==> src/rtl/cpu_branch_ctrl.sv <==
// Multi-cycle sequencer for the ARM-subset CPU: decodes IR and NZCV and drives
// every datapath strobe and mux select. Only the state is registered.
module cpu_branch_ctrl #(
    parameter bit EN_BL = 1'b1,
    parameter int ST_W  = 3
) (
    input  logic            clk,
    input  logic            Rst,
    input  logic [31:0]     I,
    input  logic [3:0]      NZCV,
    output logic            Write_PC,
    output logic            Write_IR,
    output logic            Write_Reg,
    output logic            LA,
    output logic            LB,
    output logic            LC,
    output logic            LF,
    output logic            S,
    output logic            rm_imm_s,
    output logic [1:0]      rs_imm_s,
    output logic [3:0]      ALU_OP,
    output logic [2:0]      SHIFT_OP,
    output logic [1:0]      PC_s,
    output logic            rd_s,
    output logic            ALU_A_s,
    output logic            ALU_B_s,
    output logic [ST_W-1:0] state
);

    typedef enum logic [2:0] {
        ST_IDLE    = 3'd0,
        ST_FETCH   = 3'd1,
        ST_DECODE  = 3'd2,
        ST_EXEC    = 3'd3,
        ST_WB      = 3'd4,
        ST_LINK    = 3'd5,
        ST_LINK_WB = 3'd6,
        ST_BRANCH  = 3'd7
    } state_t;

    state_t state_r;
    state_t state_nxt_s;
    logic   cond_pass_s;
    logic   dp_legal_s;
    logic   unused_s;

    // ARM condition-code table evaluated on {N,Z,C,V}.
    function automatic logic cond_pass(input logic [3:0] cond, input logic [3:0] f);
        logic n, z, c, v;
        {n, z, c, v} = f;
        case (cond)
            4'b0000: return z;
            4'b0001: return ~z;
            4'b0010: return c;
            4'b0011: return ~c;
            4'b0100: return n;
            4'b0101: return ~n;
            4'b0110: return v;
            4'b0111: return ~v;
            4'b1000: return c & ~z;
            4'b1001: return ~c | z;
            4'b1010: return n == v;
            4'b1011: return n != v;
            4'b1100: return ~z & (n == v);
            4'b1101: return z | (n != v);
            4'b1110: return 1'b1;
            default: return 1'b0;
        endcase
    endfunction

    assign cond_pass_s = cond_pass(I[31:28], NZCV);
    // Register-form DP with I[7]=I[4]=1 is the multiply/extra space: not handled here.
    assign dp_legal_s  = (I[27:26] == 2'b00) && !(!I[25] && I[4] && I[7]);
    assign state       = ST_W'(state_r);
    assign unused_s    = ^{I[19:8], I[3:0]};

    // State register with synchronous reset that abandons any instruction in flight.
    always_ff @(posedge clk) begin
        if (Rst) begin
            state_r <= ST_IDLE;
        end else begin
            state_r <= state_nxt_s;
        end
    end

    // Next-state and output decode from state and IR.
    always_comb begin
        state_nxt_s = ST_IDLE;
        Write_PC    = 1'b0;
        Write_IR    = 1'b0;
        Write_Reg   = 1'b0;
        LA          = 1'b0;
        LB          = 1'b0;
        LC          = 1'b0;
        LF          = 1'b0;
        S           = 1'b0;
        rm_imm_s    = 1'b0;
        rs_imm_s    = 2'b00;
        ALU_OP      = 4'b0000;
        SHIFT_OP    = 3'b000;
        PC_s        = 2'b00;
        rd_s        = 1'b0;
        ALU_A_s     = 1'b0;
        ALU_B_s     = 1'b0;
        case (state_r)
            ST_IDLE: begin
                state_nxt_s = ST_FETCH;
            end
            ST_FETCH: begin
                Write_IR    = 1'b1;
                Write_PC    = 1'b1;
                PC_s        = 2'b00;
                state_nxt_s = ST_DECODE;
            end
            ST_DECODE: begin
                LA = 1'b1;
                LB = 1'b1;
                LC = 1'b1;
                if (!cond_pass_s) begin
                    state_nxt_s = ST_FETCH;
                end else if (dp_legal_s) begin
                    state_nxt_s = ST_EXEC;
                end else if (I[27:25] == 3'b101) begin
                    state_nxt_s = (I[24] && EN_BL) ? ST_LINK : ST_BRANCH;
                end else begin
                    state_nxt_s = ST_FETCH;
                end
            end
            ST_EXEC: begin
                LF     = 1'b1;
                ALU_OP = I[24:21];
                S      = I[20];
                if (I[25]) begin
                    rm_imm_s = 1'b1;
                    rs_imm_s = 2'b10;
                    SHIFT_OP = 3'b111;
                end else if (!I[4]) begin
                    rm_imm_s = 1'b0;
                    rs_imm_s = 2'b01;
                    SHIFT_OP = {I[6:5], 1'b0};
                end else begin
                    rm_imm_s = 1'b0;
                    rs_imm_s = 2'b00;
                    SHIFT_OP = {I[6:5], 1'b1};
                end
                // TST/TEQ/CMP/CMN only update flags, so skip write-back.
                state_nxt_s = (I[24:23] == 2'b10) ? ST_FETCH : ST_WB;
            end
            ST_WB: begin
                Write_Reg   = 1'b1;
                rd_s        = 1'b0;
                state_nxt_s = ST_FETCH;
            end
            ST_LINK: begin
                // PC already holds instr+4, so PC + 0 gives the return address.
                LF          = 1'b1;
                ALU_A_s     = 1'b1;
                ALU_B_s     = 1'b1;
                ALU_OP      = 4'b0100;
                S           = 1'b0;
                state_nxt_s = ST_LINK_WB;
            end
            ST_LINK_WB: begin
                Write_Reg   = 1'b1;
                rd_s        = 1'b1;
                Write_PC    = 1'b1;
                PC_s        = 2'b01;
                state_nxt_s = ST_FETCH;
            end
            ST_BRANCH: begin
                Write_PC    = 1'b1;
                PC_s        = 2'b01;
                state_nxt_s = ST_FETCH;
            end
            default: begin
                state_nxt_s = ST_IDLE;
            end
        endcase
    end

endmodule

==> config.mk <==
export PLATFORM = sky130hd
export DESIGN_NAME = cpu_branch_ctrl
export DESIGN_NICKNAME = d
export VERILOG_FILES = /design/src/rtl/cpu_branch_ctrl.sv
export SDC_FILE = /design/constraint.sdc
export NUM_CORES = 1
export LEC_CHECK = 0
export ABC_AREA = 1
export ABC_CLOCK_PERIOD_IN_PS = 1300
export BUFFER_PORTS_ARGS = -buffer_cell sky130_fd_sc_hd__buf_2
export CAP_MARGIN = 20
export CORE_MARGIN = 10
export CORE_UTILIZATION = 33
export CTS_CLUSTER_SIZE = 30
export DETAILED_ROUTE_END_ITERATION = 12
export PLACE_DENSITY = 0.84
export SYNTH_ARGS = -nofsm -noshare
export SYNTH_HDL_FRONTEND = slang
export SYNTH_SLANG_ARGS = --single-unit
==> constraint.sdc <==
create_clock -name clk -period 1.3 [get_ports clk]
set_input_delay 0.26 -clock clk [delete_from_list [all_inputs] [get_ports clk]]
set_output_delay 0.26 -clock clk [all_outputs]
set_load 0.03 [all_outputs]
Word level (Yosys, flattened, before mapping)
Index checks and enable logic that the tools add are counted.

word-level totals
  bits in registers = 3
  logic and storage cells = 72
  output and inout bits = 26

cells by class
  reduce and logical (&&, ||, !) cells = 13
  equality and inequality tests = 25
  mux-type cells = 25
  bitwise gates (word level) = 8

operator list
  kind                  number
  $eq A4 B4 Y1 const B  7
  $mux W3               6
  $eq A4 B3 Y1 const B  4
  $eq A3 B3 Y1 const B  5
  $pmux W1 S15          1
  $pmux W3 S5           1
  $mux W1               13
  $eq A4 B2 Y1 const B  2
  $pmux W4 S2           1
  $eq A3 B2 Y1 const B  2
  $mux W2               3
  $reduce_or A2 Y1      3
  $eq A4 B1 Y1 const B  1
  $logic_not A4 Y1      1
  $not A1 Y1            4
  $reduce_or A4 Y1      1
  $eq A3 B1 Y1 const B  1
  $logic_and A1 B1 Y1   3
  $logic_not A3 Y1      1
  $reduce_or A3 Y1      1
  $and A1 B1 Y1         2
  $eq A2 B2 Y1 const B  1
  $logic_not A1 Y1      2
  $logic_not A2 Y1      1
  other kinds (3)       4

Depth between registers and ports, before layout
Gate-level depths: netlist of run 1.

  word-level depth = 8
  mapped depth = 10
  mapped depth without buffers = 10

Worst setup path after synthesis of run 1
OpenSTA, ideal clock, no wires.

  path kind = register to output
  start point = register state_r[1], in the netlist state[1]
  end point = output rs_imm_s[1]
  buffers on the path = 2
  setup slack = -691 ps
  cell stages (with the launch flop) = 7
  data arrival time = 1731 ps
  cells stage by stage = dfxtp_1 -> nand2_1 -> nor2_1 -> inv_1 -> clkbuf_1 -> nor2_1 -> buf_4

on the way
  cells in the longest elaborated chain, start to end = 2

RTL lines
  element                 RTL line  RTL
  from (decl)             41        state_t state_r;
  from (signal assigned)  82        state_r <= state_nxt_s;
  $eq A3 B2 Y1            105       case (state_r)
  $mux W2                 105
  to (decl)               20        output logic [1:0] rs_imm_s,

Every way passes these cells.

Final worst setup path of run 1
  start point = register state_r[0], in the netlist state[0]
  end point = output LF

on the way
  cells in the longest elaborated chain, start to end = 3

RTL lines
  element                                       RTL line  RTL
  $eq A3 B2 Y1 or $eq A3 B3 Y1 (tied branches)  105
  $reduce_or A2 Y1 (no line) *                  --
  $mux W1 *                                     105
  to (decl)                                     17        output logic LF,

Every way passes the cells marked *; elsewhere a longest branch is shown, timed or not.

==> results of run 1 <==
## repair_timing
item / in CTS / in global routing
hold buffers: 0 / 0
endpoints found under the setup margin: 21 / 24
pin swaps: 6 / 6
gates resized for setup: 54 / 15
setup buffers: 5 / 3
## cell type report
cell class | count | area [um^2] | share of cell area, %
inverter | 24 | 97.6 | 8.70
multi-input combinational | 82 | 468 | 41.7
timing repair buffer | 58 | 442 | 39.4
tap | 16 | 20.0 | 1.78
sequential | 3 | 68.8 | 6.13
clock buffer | 4 | 26.3 | 2.34
## power breakdown
| group | internal, mW | switching, mW | leakage (nW) |
|---|---|---|---|
| registers | 0.101 | 0.0104 | 0.0264 |
| clock network | 0.116 | 0.0642 | 0.0150 |
| logic | 0.172 | 0.238 | 0.615 |
## final timing paths
| check | from | to | depth (start not counted) | slack [ps] |
|---|---|---|---|---|
| worst max-delay path | state[0] | LF | 7 | -170 |
| worst min-delay path | Rst | state[1] | 2 | 210 |
| worst max register to register | state[1] | state[1] | 6 | 110 |
| worst min register to register | state[1] | state[0] | 4 | 740 |
## metrics by stage
stage	instance area, um^2	worst slack [ps]	std cells	util, %
after floorplan	623	-166	116	-
final	1120	-165	187	72.8
after global placement	871	-14.1	177	56.5
after detailed placement	871	-24.2	177	56.5
after global routing	1120	-234	187	72.8
after CTS	1070	-186	185	69.5
## metal layers
| layer | global-route usage [%] | vias up |
|---|---|---|
| met1 | 11.6 | 412 |
| met2 | 26.2 | 31 |
| met4 | 4.70 | 0 |
| met5 | 0 | - |
| li1 | - | 455 |
| met3 | 5.01 | 7 |
## synthesized netlist by cell type, drive strengths merged
master	instances	area, um^2
inv	24	90.1
clkbuf	1	3.75
a21boi	1	7.51
conb	1	3.75
o21ai	3	15.0
nor3	3	15.0
a21oi	4	23.8
and3	1	6.26
nand3b	1	7.51
nand3	12	65.1
nor2	26	100
nand2	30	113
dfxtp	3	60.1
buf	6	42.5
## worst register-to-register path, cell delays in order (launching register included)
cell                      delay, ps
sky130_fd_sc_hd__dfxtp_4        360
sky130_fd_sc_hd__buf_4          160
sky130_fd_sc_hd__nand3_1        160
sky130_fd_sc_hd__nor2_1         110
sky130_fd_sc_hd__and3_1         150
sky130_fd_sc_hd__nand2_1         50
sky130_fd_sc_hd__a21oi_1        120
## kinds of logic after synthesis
family	after synthesis
flops	3
compound gates	8
simple gates	73
buf+inv	31
other cells	1
==> metrics.txt, run 1 <==
# TYPE chip_impl_metric gauge
chip_impl_metric{name="yosys.cell_types.count",unit=""} 19
chip_impl_metric{name="vias",unit=""} 905
chip_impl_metric{name="core_outline_area",unit="mm^2"} 0.00154
chip_impl_metric{name="layout_min_cycle_time",unit="ps"} 1470
chip_impl_info{name="root_buffer",value="sky130_fd_sc_hd__clkbuf_4"} 1
chip_impl_metric{name="grt_first_pass_wirelength",unit="um"} 3830
chip_impl_info{name="sequence_of_cells_on_the_critical_path",value="inv_2 -> nor2_4 -> inv_2 -> nor2_4 -> inv_2 -> nand2_2 -> buf_6"} 1
chip_impl_metric{name="cts_htree_levels",unit=""} 1
chip_impl_metric{name="max_cap_violations",unit=""} 0
chip_impl_metric{name="post_route_cells_drive_above_1_share",unit="%"} 55.6
chip_impl_metric{name="post_synthesis_net_count",unit=""} 154
chip_impl_metric{name="synth_area",unit="um^2"} 553
chip_impl_metric{name="initial_antenna_violation_count",unit=""} 0
chip_impl_metric{name="report.final.slew_viol_count",unit=""} 0
chip_impl_metric{name="clock_path_buffers",unit=""} 2
chip_impl_info{name="rsz0062_at_grt",value="true"} 1
chip_impl_metric{name="routed_wl",unit="um"} 2570
chip_impl_metric{name="met2_wirelength",unit="um"} 1530
chip_impl_info{name="timing.hold.worst.class",value="primary input to flop"} 1
chip_impl_metric{name="place_hpwl",unit="um"} 1880
chip_impl_metric{name="tritoncts.num_buffers",unit=""} 3
chip_impl_metric{name="clkLatencyLatePin",unit="ps"} 250
chip_impl_metric{name="post_synth.cell_area_avg",unit="um^2"} 4.77
chip_impl_metric{name="synth_mux_area_share",unit="%"} 0
chip_impl_metric{name="antenna-diode-count",unit=""} 0
chip_impl_info{name="tritoncts",value="built"} 1
chip_impl_info{name="critPathMostFrequentCell",value="sky130_fd_sc_hd__inv_2"} 1
chip_impl_metric{name="synth-xor-area-share",unit="%"} 0
chip_impl_metric{name="synth_sequential_area_ratio",unit="%"} 10.9
chip_impl_metric{name="wl_per_cell",unit="um"} 13.7
chip_impl_info{name="worst_setup_path_end_kind",value="output pin"} 1
chip_impl_info{name="run_status",value="complete, but fails checks"} 1
chip_impl_metric{name="floorplan.initialDensity",unit="%"} 35.9
chip_impl_metric{name="leakagePower",unit="nW"} 0.656
chip_impl_metric{name="postRouteAntennaNets",unit=""} 0
chip_impl_metric{name="pwr_density_cell",unit="mW/mm^2"} 626
chip_impl_metric{name="port_buffers",unit=""} 46
chip_impl_metric{name="synthesis.yosys.warnings",unit=""} 0
chip_impl_metric{name="path_clk_slew",unit="ps"} 40
chip_impl_metric{name="critical-path-max-stage-delay",unit="ps"} 350
chip_impl_metric{name="fp.dieW",unit="um"} 60.9
chip_impl_metric{name="initialDrtViolationCount",unit=""} 13
chip_impl_metric{name="area_growth_syn_to_layout",unit="%"} 103
chip_impl_metric{name="post_drt_via_cell_ratio",unit=""} 4.84
chip_impl_metric{name="place_congestion",unit=""} 0.833
chip_impl_metric{name="layout.nets",unit=""} 210
chip_impl_info{name="slowest_stage",value="sky130_fd_sc_hd__dfxtp_4"} 1
chip_impl_metric{name="fillers",unit=""} 119
chip_impl_metric{name="wirelength_met1",unit="um"} 822
chip_impl_info{name="mostFrequentLayoutCell",value="sky130_fd_sc_hd__nand2_1"} 1
chip_impl_info{name="criticalPathCategory",value="flop to output pin"} 1
chip_impl_info{name="cp_top_family",value="flip-flops"} 1
chip_impl_metric{name="clkSinkCount",unit=""} 3
chip_impl_metric{name="worst_ep_required_time",unit="ps"} 1040
chip_impl_metric{name="critical_path_peak_fanout",unit=""} 4
chip_impl_info{name="synth_top_family_by_area",value="simple AND/OR/NAND/NOR gates"} 1
chip_impl_metric{name="fin_crit_sh",unit="%"} 113
chip_impl_metric{name="timing.final.setup_violations",unit=""} 22
chip_impl_metric{name="post_synth_and_or_nand_nor_area_fraction",unit="%"} 55.4
chip_impl_metric{name="max_vdd_drop",unit="mV"} 0.371
chip_impl_metric{name="route.detailed.drc",unit=""} 0
chip_impl_metric{name="synth_compound_gate_area_share",unit="%"} 8.37
chip_impl_metric{name="vias_in_the_first_global_route",unit=""} 907
chip_impl_metric{name="timing.critical_path.arrival",unit="ps"} 1210
chip_impl_metric{name="finalHoldViolations",unit=""} 0
chip_impl_metric{name="post_synthesis_instance_total",unit=""} 116
chip_impl_info{name="leading_cell_types_in_the_layout_fill_and_taps_excluded",value="25 x sky130_fd_sc_hd__nand2_1, 23 x sky130_fd_sc_hd__buf_2, 18 x sky130_fd_sc_hd__buf_4, 17 x sky130_fd_sc_hd__inv_1, 17 x sky130_fd_sc_hd__buf_6"} 1
chip_impl_metric{name="timing.final.ws_setup",unit="ps"} -165
chip_impl_metric{name="worst_clock_skew",unit="ps"} 0.418
chip_impl_metric{name="synthesis_stage_register_bit_count",unit=""} 3
chip_impl_metric{name="max_clock_freq",unit="MHz"} 683
chip_impl_metric{name="sum_of_negative_setup_slack",unit="ps"} -2500
chip_impl_metric{name="design.die.area",unit="mm^2"} 0.00371
chip_impl_metric{name="final.hold.worst_slack",unit="ps"} 206
chip_impl_info{name="worstSetupStartpointType",value="flop"} 1
chip_impl_metric{name="wl_met3",unit="um"} 174
chip_impl_metric{name="grt_start_max_net_pins",unit=""} 12
chip_impl_metric{name="rows",unit=""} 14
chip_impl_metric{name="drt-pass1-iter-count",unit=""} 4
chip_impl_metric{name="finalPower",unit="mW"} 0.702
chip_impl_metric{name="groute.usage.overall",unit="%"} 13.2
chip_impl_info{name="route.top_layer_used",value="met4"} 1
chip_impl_metric{name="pin_count",unit=""} 64
chip_impl_metric{name="dieHeight",unit="um"} 60.9
chip_impl_metric{name="critical_path_buf_inv_count",unit=""} 4
chip_impl_metric{name="synth-adder-area-share",unit="%"} 0
chip_impl_info{name="failing_checks",value="setup timing"} 1
chip_impl_metric{name="largest_register_ffs",unit=""} 3
chip_impl_metric{name="grt_remaining_overflow",unit=""} 0
Note: power is estimated with default switching activity, not from simulation.
==> inputs of run 2 (changes only) <==
- BUFFER_PORTS_ARGS: -buffer_cell sky130_fd_sc_hd__buf_2 -> -buffer_cell sky130_fd_sc_hd__clkbuf_2
==> run 2 against run 1 <==
Effect of this change:
- the flow still finishes with violations (setup timing)
- first-iteration DRC count rose to 3.0 times the previous value
- power shrank 5.9%
- global-route usage grew 0.58 points
- sequential power barely moved
- sequential share of layout area hardly changed
- sequential cell count stayed put
- utilization shrank 0.57 points
- highest routed layer unchanged
==> metrics.txt, run 2 (synthesized netlist as in run 1, its figures left out) <==
# TYPE chip_impl_metric gauge
chip_impl_metric{name="sum_of_negative_setup_slack",unit="ps"} -2630
chip_impl_metric{name="layout_min_cycle_time",unit="ps"} 1480
chip_impl_metric{name="design.die.area",unit="mm^2"} 0.00371
chip_impl_info{name="run_status",value="complete, but fails checks"} 1
chip_impl_info{name="criticalPathCategory",value="flop to output pin"} 1
chip_impl_metric{name="initial_antenna_violation_count",unit=""} 0
chip_impl_metric{name="pin_count",unit=""} 64
chip_impl_metric{name="route.detailed.drc",unit=""} 0
chip_impl_metric{name="postRouteAntennaNets",unit=""} 0
chip_impl_info{name="root_buffer",value="sky130_fd_sc_hd__clkbuf_4"} 1
chip_impl_metric{name="port_buffers",unit=""} 46
chip_impl_metric{name="leakagePower",unit="nW"} 0.635
chip_impl_metric{name="pre_cts_ws",unit="ps"} -32.4
chip_impl_metric{name="path_clk_slew",unit="ps"} 40
chip_impl_metric{name="dieHeight",unit="um"} 60.9
chip_impl_metric{name="initialDrtViolationCount",unit=""} 39
chip_impl_metric{name="max_clock_freq",unit="MHz"} 674
chip_impl_metric{name="worst_ep_required_time",unit="ps"} 1040
chip_impl_metric{name="tritoncts.num_buffers",unit=""} 3
chip_impl_info{name="failing_checks",value="setup timing"} 1
chip_impl_metric{name="area_growth_syn_to_layout",unit="%"} 101
chip_impl_metric{name="core_outline_area",unit="mm^2"} 0.00154
chip_impl_metric{name="rows",unit=""} 14
chip_impl_metric{name="max_vdd_drop",unit="mV"} 0.316
chip_impl_info{name="slowest_stage",value="sky130_fd_sc_hd__dfxtp_4"} 1
chip_impl_metric{name="clock_path_buffers",unit=""} 2
chip_impl_metric{name="post_route_cells_drive_above_1_share",unit="%"} 55.1
chip_impl_info{name="tritoncts",value="built"} 1
chip_impl_info{name="leading_cell_types_in_the_layout_fill_and_taps_excluded",value="24 x sky130_fd_sc_hd__nand2_1, 24 x sky130_fd_sc_hd__clkbuf_2, 17 x sky130_fd_sc_hd__inv_1, 14 x sky130_fd_sc_hd__clkbuf_8"} 1
chip_impl_metric{name="worst_clock_skew",unit="ps"} 0.271
chip_impl_metric{name="finalPower",unit="mW"} 0.661
chip_impl_metric{name="groute.usage.overall",unit="%"} 13.8
chip_impl_metric{name="critical-path-max-stage-delay",unit="ps"} 360
chip_impl_metric{name="timing.critical_path.arrival",unit="ps"} 1220
chip_impl_metric{name="place.detailed.instances",unit=""} 177
chip_impl_info{name="timing.hold.worst.class",value="primary input to flop"} 1
chip_impl_metric{name="layout.nets",unit=""} 206
chip_impl_metric{name="timing.final.setup_violations",unit=""} 21
chip_impl_metric{name="vias_in_the_first_global_route",unit=""} 925
chip_impl_metric{name="grt_start_max_net_pins",unit=""} 12
chip_impl_info{name="worstSetupStartpointType",value="flop"} 1
chip_impl_metric{name="timing.final.ws_setup",unit="ps"} -184
chip_impl_metric{name="drt-pass1-iter-count",unit=""} 4
chip_impl_metric{name="place_congestion",unit=""} 0.826
chip_impl_metric{name="fillers",unit=""} 122
chip_impl_metric{name="fp.dieW",unit="um"} 60.9
chip_impl_metric{name="report.final.slew_viol_count",unit=""} 0
chip_impl_info{name="sequence_of_cells_on_the_critical_path",value="inv_4 -> nor2_4 -> inv_2 -> nor2_4 -> inv_2 -> nand2_2 -> buf_8"} 1
chip_impl_metric{name="critical_path_buf_inv_count",unit=""} 4
chip_impl_metric{name="largest_register_ffs",unit=""} 3
chip_impl_info{name="cp_top_family",value="flip-flops"} 1
chip_impl_metric{name="post_drt_via_cell_ratio",unit=""} 5.05
chip_impl_metric{name="antenna-diode-count",unit=""} 0
chip_impl_metric{name="place_hpwl",unit="um"} 1830
chip_impl_metric{name="max_cap_violations",unit=""} 0
chip_impl_metric{name="wl_per_cell",unit="um"} 14.3
chip_impl_metric{name="floorplan.initialDensity",unit="%"} 35.9
chip_impl_metric{name="fin_crit_sh",unit="%"} 114
chip_impl_metric{name="clkSinkCount",unit=""} 3
chip_impl_metric{name="grt_first_pass_wirelength",unit="um"} 4010
chip_impl_info{name="rsz0062_at_grt",value="true"} 1
chip_impl_metric{name="pwr_density_cell",unit="mW/mm^2"} 594
chip_impl_metric{name="clkLatencyLatePin",unit="ps"} 240
chip_impl_metric{name="finalHoldViolations",unit=""} 0
chip_impl_info{name="worst_setup_path_end_kind",value="output pin"} 1
chip_impl_metric{name="cts_htree_levels",unit=""} 1
chip_impl_metric{name="fin_util",unit="%"} 72.2
chip_impl_metric{name="critical_path_peak_fanout",unit=""} 4
chip_impl_metric{name="grt_remaining_overflow",unit=""} 0
chip_impl_metric{name="stdcell_count",unit=""} 183
chip_impl_metric{name="vias",unit=""} 925
chip_impl_metric{name="routed_wl",unit="um"} 2620
run 2: changes by cell type in the layout (fill, tap and decap cells not counted), moves of 3 or more:
cell	change
sky130_fd_sc_hd__clkbuf_8	+14
sky130_fd_sc_hd__buf_8	+3
sky130_fd_sc_hd__clkbuf_2	+24
sky130_fd_sc_hd__nand2_2	+3
sky130_fd_sc_hd__buf_2	-23
sky130_fd_sc_hd__buf_4	-5
sky130_fd_sc_hd__buf_6	-17
run 2: per-stage QoR:
step                      hold slack [ps]  cell area [um^2]
after floorplan                       319               623
after global placement                459               871
after detailed placement              453               871
after CTS                             206              1090
after global routing                  199              1110
final                                 209              1110
run 2: cell type report:
cell class              instances  area (um^2)  area share [%]
flip-flops and latches          3         68.8            6.18
well taps                      16         20.0            1.80
repair buffers                 54          455            40.9
inverters                      24         97.6            8.76
clock buffers                   4         26.3            2.36
multi-input cells              82          445            40.0
run 2: timing repair:
action | CTS | global route
gates resized for setup | 57 | 11
hold buffers | 0 | 0
setup buffers | 2 | 1
endpoints found under the setup margin | 20 | 23
pin swaps | 5 | 4
run 2: path summary, 6_finish.rpt:
| path | to | startpoint | slack [ps] | cells after the start |
|---|---|---|---|---|
| worst min register to register | state[0] | state[1] | 550 | 2 |
| worst min-delay path | state[1] | Rst | 210 | 2 |
| worst max register to register | state[2] | state[0] | 10 | 9 |
| worst max-delay path | LF | state[0] | -180 | 7 |
run 2: power by group:
| group | leakage [nW] | switching (mW) | internal [mW] |
|---|---|---|---|
| sequential | 0.0264 | 0.0119 | 0.101 |
| clock | 0.0150 | 0.0520 | 0.115 |
| combinational | 0.594 | 0.229 | 0.152 |
run 2: routing by layer:
layer / track usage [%] / routed length [um]
met5: 0 / 0
met1: 12.6 / 810
met2: 26.6 / 1540
met4: 6.27 / 88
met3: 4.38 / 178
==> inputs of run 3 (changes only) <==
- ABC_CLOCK_PERIOD_IN_PS: 1300 -> 1500
- GPL_TIMING_DRIVEN: default -> 0
- clock period: 1.3 -> 1.5 ns (I/O delays scaled with it)
==> run 3 against run 2 <==
Effect of this change:
- the run still ends with setup timing left
- power down 13%
- via count fell by 0.65%
- sequential cell count unchanged
- setup slack improved by 92 ps
- sequential share of layout area decreased by 0.13 points
- non-clock buffer count grew 6
- critical path depth unchanged
- final cell count is 3.3% higher
- hold slack improved by 52 ps
- combinational power is 12% lower
- largest power group unchanged
==> metrics.txt, run 3 (synthesized netlist as in run 1, its figures left out) <==
# TYPE chip_impl_metric gauge
chip_impl_info{name="run_status",value="complete, but fails checks"} 1
chip_impl_info{name="failing_checks",value="setup timing"} 1
chip_impl_metric{name="report.final.slew_viol_count",unit=""} 0
chip_impl_metric{name="timing.final.setup_violations",unit=""} 15
chip_impl_metric{name="antenna-diode-count",unit=""} 0
chip_impl_info{name="slowest_stage",value="sky130_fd_sc_hd__dfxtp_4"} 1
chip_impl_metric{name="initial_antenna_violation_count",unit=""} 0
chip_impl_metric{name="leakagePower",unit="nW"} 0.659
chip_impl_info{name="timing.hold.worst.class",value="primary input to flop"} 1
chip_impl_metric{name="post_drt_via_cell_ratio",unit=""} 4.86
chip_impl_metric{name="route.detailed.drc",unit=""} 0
chip_impl_info{name="worstReg2RegEnd",value="state[1]"} 1
chip_impl_info{name="worst_setup_path_end_kind",value="output pin"} 1
chip_impl_metric{name="wl_per_cell",unit="um"} 14.3
chip_impl_metric{name="port_buffers",unit=""} 45
chip_impl_metric{name="vias_in_the_first_global_route",unit=""} 903
chip_impl_metric{name="floorplan.initialDensity",unit="%"} 35.9
chip_impl_metric{name="finalPower",unit="mW"} 0.575
chip_impl_metric{name="post_route_cells_drive_above_1_share",unit="%"} 53.8
chip_impl_metric{name="grt_start_max_net_pins",unit=""} 10
chip_impl_metric{name="dieHeight",unit="um"} 60.9
chip_impl_metric{name="postRouteAntennaNets",unit=""} 0
chip_impl_metric{name="timing.final.ws_setup",unit="ps"} -91.8
chip_impl_info{name="hold_path_startpoint",value="Rst"} 1
chip_impl_metric{name="fp.dieW",unit="um"} 60.9
chip_impl_metric{name="layout_min_cycle_time",unit="ps"} 1590
chip_impl_metric{name="tritoncts.num_buffers",unit=""} 3
chip_impl_info{name="leading_cell_types_in_the_layout_fill_and_taps_excluded",value="27 x sky130_fd_sc_hd__clkbuf_2, 26 x sky130_fd_sc_hd__nand2_1, 17 x sky130_fd_sc_hd__inv_1, 15 x sky130_fd_sc_hd__nor2_1, 13 x sky130_fd_sc_hd__buf_4"} 1
chip_impl_info{name="tritoncts",value="built"} 1
chip_impl_metric{name="path_clk_slew",unit="ps"} 40
chip_impl_metric{name="r2r.worst_path.cells",unit=""} 6
chip_impl_metric{name="place_hpwl",unit="um"} 1750
chip_impl_metric{name="design.die.area",unit="mm^2"} 0.00371
chip_impl_metric{name="largest_register_ffs",unit=""} 3
chip_impl_info{name="cp_top_family",value="buffers and inverters"} 1
chip_impl_info{name="rsz0062_at_grt",value="true"} 1
chip_impl_metric{name="timing.critical_path.arrival",unit="ps"} 1290
chip_impl_metric{name="pin_count",unit=""} 64
chip_impl_metric{name="clkSinkCount",unit=""} 3
chip_impl_metric{name="place_congestion",unit=""} 0.799
chip_impl_metric{name="finalHoldViolations",unit=""} 0
chip_impl_metric{name="grt_first_pass_wirelength",unit="um"} 3680
chip_impl_metric{name="pwr_density_cell",unit="mW/mm^2"} 506
chip_impl_metric{name="initialDrtViolationCount",unit=""} 30
chip_impl_info{name="criticalPathCategory",value="flop to output pin"} 1
chip_impl_metric{name="worst_ep_required_time",unit="ps"} 1200
chip_impl_metric{name="critical-path-max-stage-delay",unit="ps"} 350
chip_impl_metric{name="layout.nets",unit=""} 212
chip_impl_metric{name="vias",unit=""} 919
chip_impl_info{name="critical_path.reg2reg.startpoint",value="state[2]"} 1
chip_impl_info{name="root_buffer",value="sky130_fd_sc_hd__clkbuf_4"} 1
chip_impl_metric{name="max_clock_freq",unit="MHz"} 628
chip_impl_metric{name="max_vdd_drop",unit="mV"} 0.326
chip_impl_metric{name="fin_crit_sh",unit="%"} 106
chip_impl_metric{name="clock_path_buffers",unit=""} 2
chip_impl_metric{name="routed_wl",unit="um"} 2710
chip_impl_metric{name="max_cap_violations",unit=""} 0
chip_impl_metric{name="groute.usage.overall",unit="%"} 12.7
chip_impl_info{name="sequence_of_cells_on_the_critical_path",value="nand2_2 -> nor2_4 -> inv_2 -> buf_8 -> nor2_4 -> buf_6 -> buf_8"} 1
chip_impl_metric{name="area_growth_syn_to_layout",unit="%"} 106
chip_impl_metric{name="clkLatencyLatePin",unit="ps"} 230
chip_impl_info{name="mostFrequentLayoutCell",value="sky130_fd_sc_hd__clkbuf_2"} 1
chip_impl_metric{name="whs_path_cells",unit=""} 2
chip_impl_metric{name="drt-pass1-iter-count",unit=""} 4
chip_impl_info{name="worstSetupStartpointType",value="flop"} 1
chip_impl_info{name="min_to",value="state[1]"} 1
chip_impl_metric{name="critical_path_buf_inv_count",unit=""} 4
chip_impl_metric{name="rows",unit=""} 14
chip_impl_metric{name="critical_path_peak_fanout",unit=""} 5
chip_impl_info{name="setup.worst_path.start",value="state[1]"} 1
chip_impl_metric{name="rrSetupSlack",unit="ps"} 400
chip_impl_metric{name="sum_of_negative_setup_slack",unit="ps"} -609
chip_impl_metric{name="worst_clock_skew",unit="ps"} 1.79
chip_impl_metric{name="core_outline_area",unit="mm^2"} 0.00154
chip_impl_metric{name="final.hold.worst_slack",unit="ps"} 261
chip_impl_metric{name="grt_remaining_overflow",unit=""} 0
chip_impl_metric{name="cts_htree_levels",unit=""} 1
run 3: final cells by class:
| cell class | count | area [um^2] |
|---|---|---|
| repair buffers | 53 | 418 |
| inverters | 24 | 90.1 |
| multi-input cells | 82 | 449 |
| well taps | 16 | 20.0 |
| flip-flops and latches | 3 | 68.8 |
| plain buffers | 7 | 65.1 |
| clock buffers | 4 | 26.3 |
| fillers | 112 | 404 |
run 3: per-layer routing:
metal	up-vias	GRT usage, %	routed length (um)
met3	10	4.38	134
met5	-	0	0
met4	0	6.27	95
met2	27	26.1	1660
li1	460	-	-
met1	422	9.99	818
run 3: worst max path at each step:
stage | cells after the start | end | slack (ps)
5_1_grt | 7 | rs_imm_s[1] | -150
2_1_floorplan | 6 | rs_imm_s[1] | -40
3_3_place_gp | 6 | rs_imm_s[0] | -20
4_1_cts | 7 | rs_imm_s[1] | -150
6_report | 7 | rs_imm_s[1] | -90
3_5_place_dp | 6 | rs_imm_s[0] | -30
run 3: power breakdown:
group	switching (mW)	internal [mW]	total [mW]	leakage (nW)
Combinational	0.203	0.134	0.337	0.618
Sequential	0.00784	0.0878	0.0956	0.0264
Clock	0.0427	0.0998	0.142	0.0150
run 3: repair_timing:
item                       in CTS  in global routing
resized for setup              38                 27
hold buffers                    0                  0
buffers inserted                8                  0
setup endpoints to repair      16                 19
cloned                          1                  0
pin swaps                       5                  5
run 3: per-stage QoR:
step / worst slack [ps] / utilization [%] / instances / instance area, um^2
2_1_floorplan: -43.6 / - / 116 / 613
3_3_place_gp: -15.6 / 55.7 / 177 / 858
3_5_place_dp: -30.4 / 55.7 / 177 / 858
4_1_cts: -146 / 70.6 / 189 / 1090
5_1_grt: -145 / 73.8 / 189 / 1140
6_report: -91.8 / 73.8 / 189 / 1140
run 3: worst register-to-register path, cell delays in order (launching register included):
cell	delay [ps]
sky130_fd_sc_hd__dfxtp_2	340
sky130_fd_sc_hd__inv_2	120
sky130_fd_sc_hd__nand3_2	130
sky130_fd_sc_hd__nor2_1	120
sky130_fd_sc_hd__and3_1	150
sky130_fd_sc_hd__nand2_1	50
sky130_fd_sc_hd__a21oi_1	110
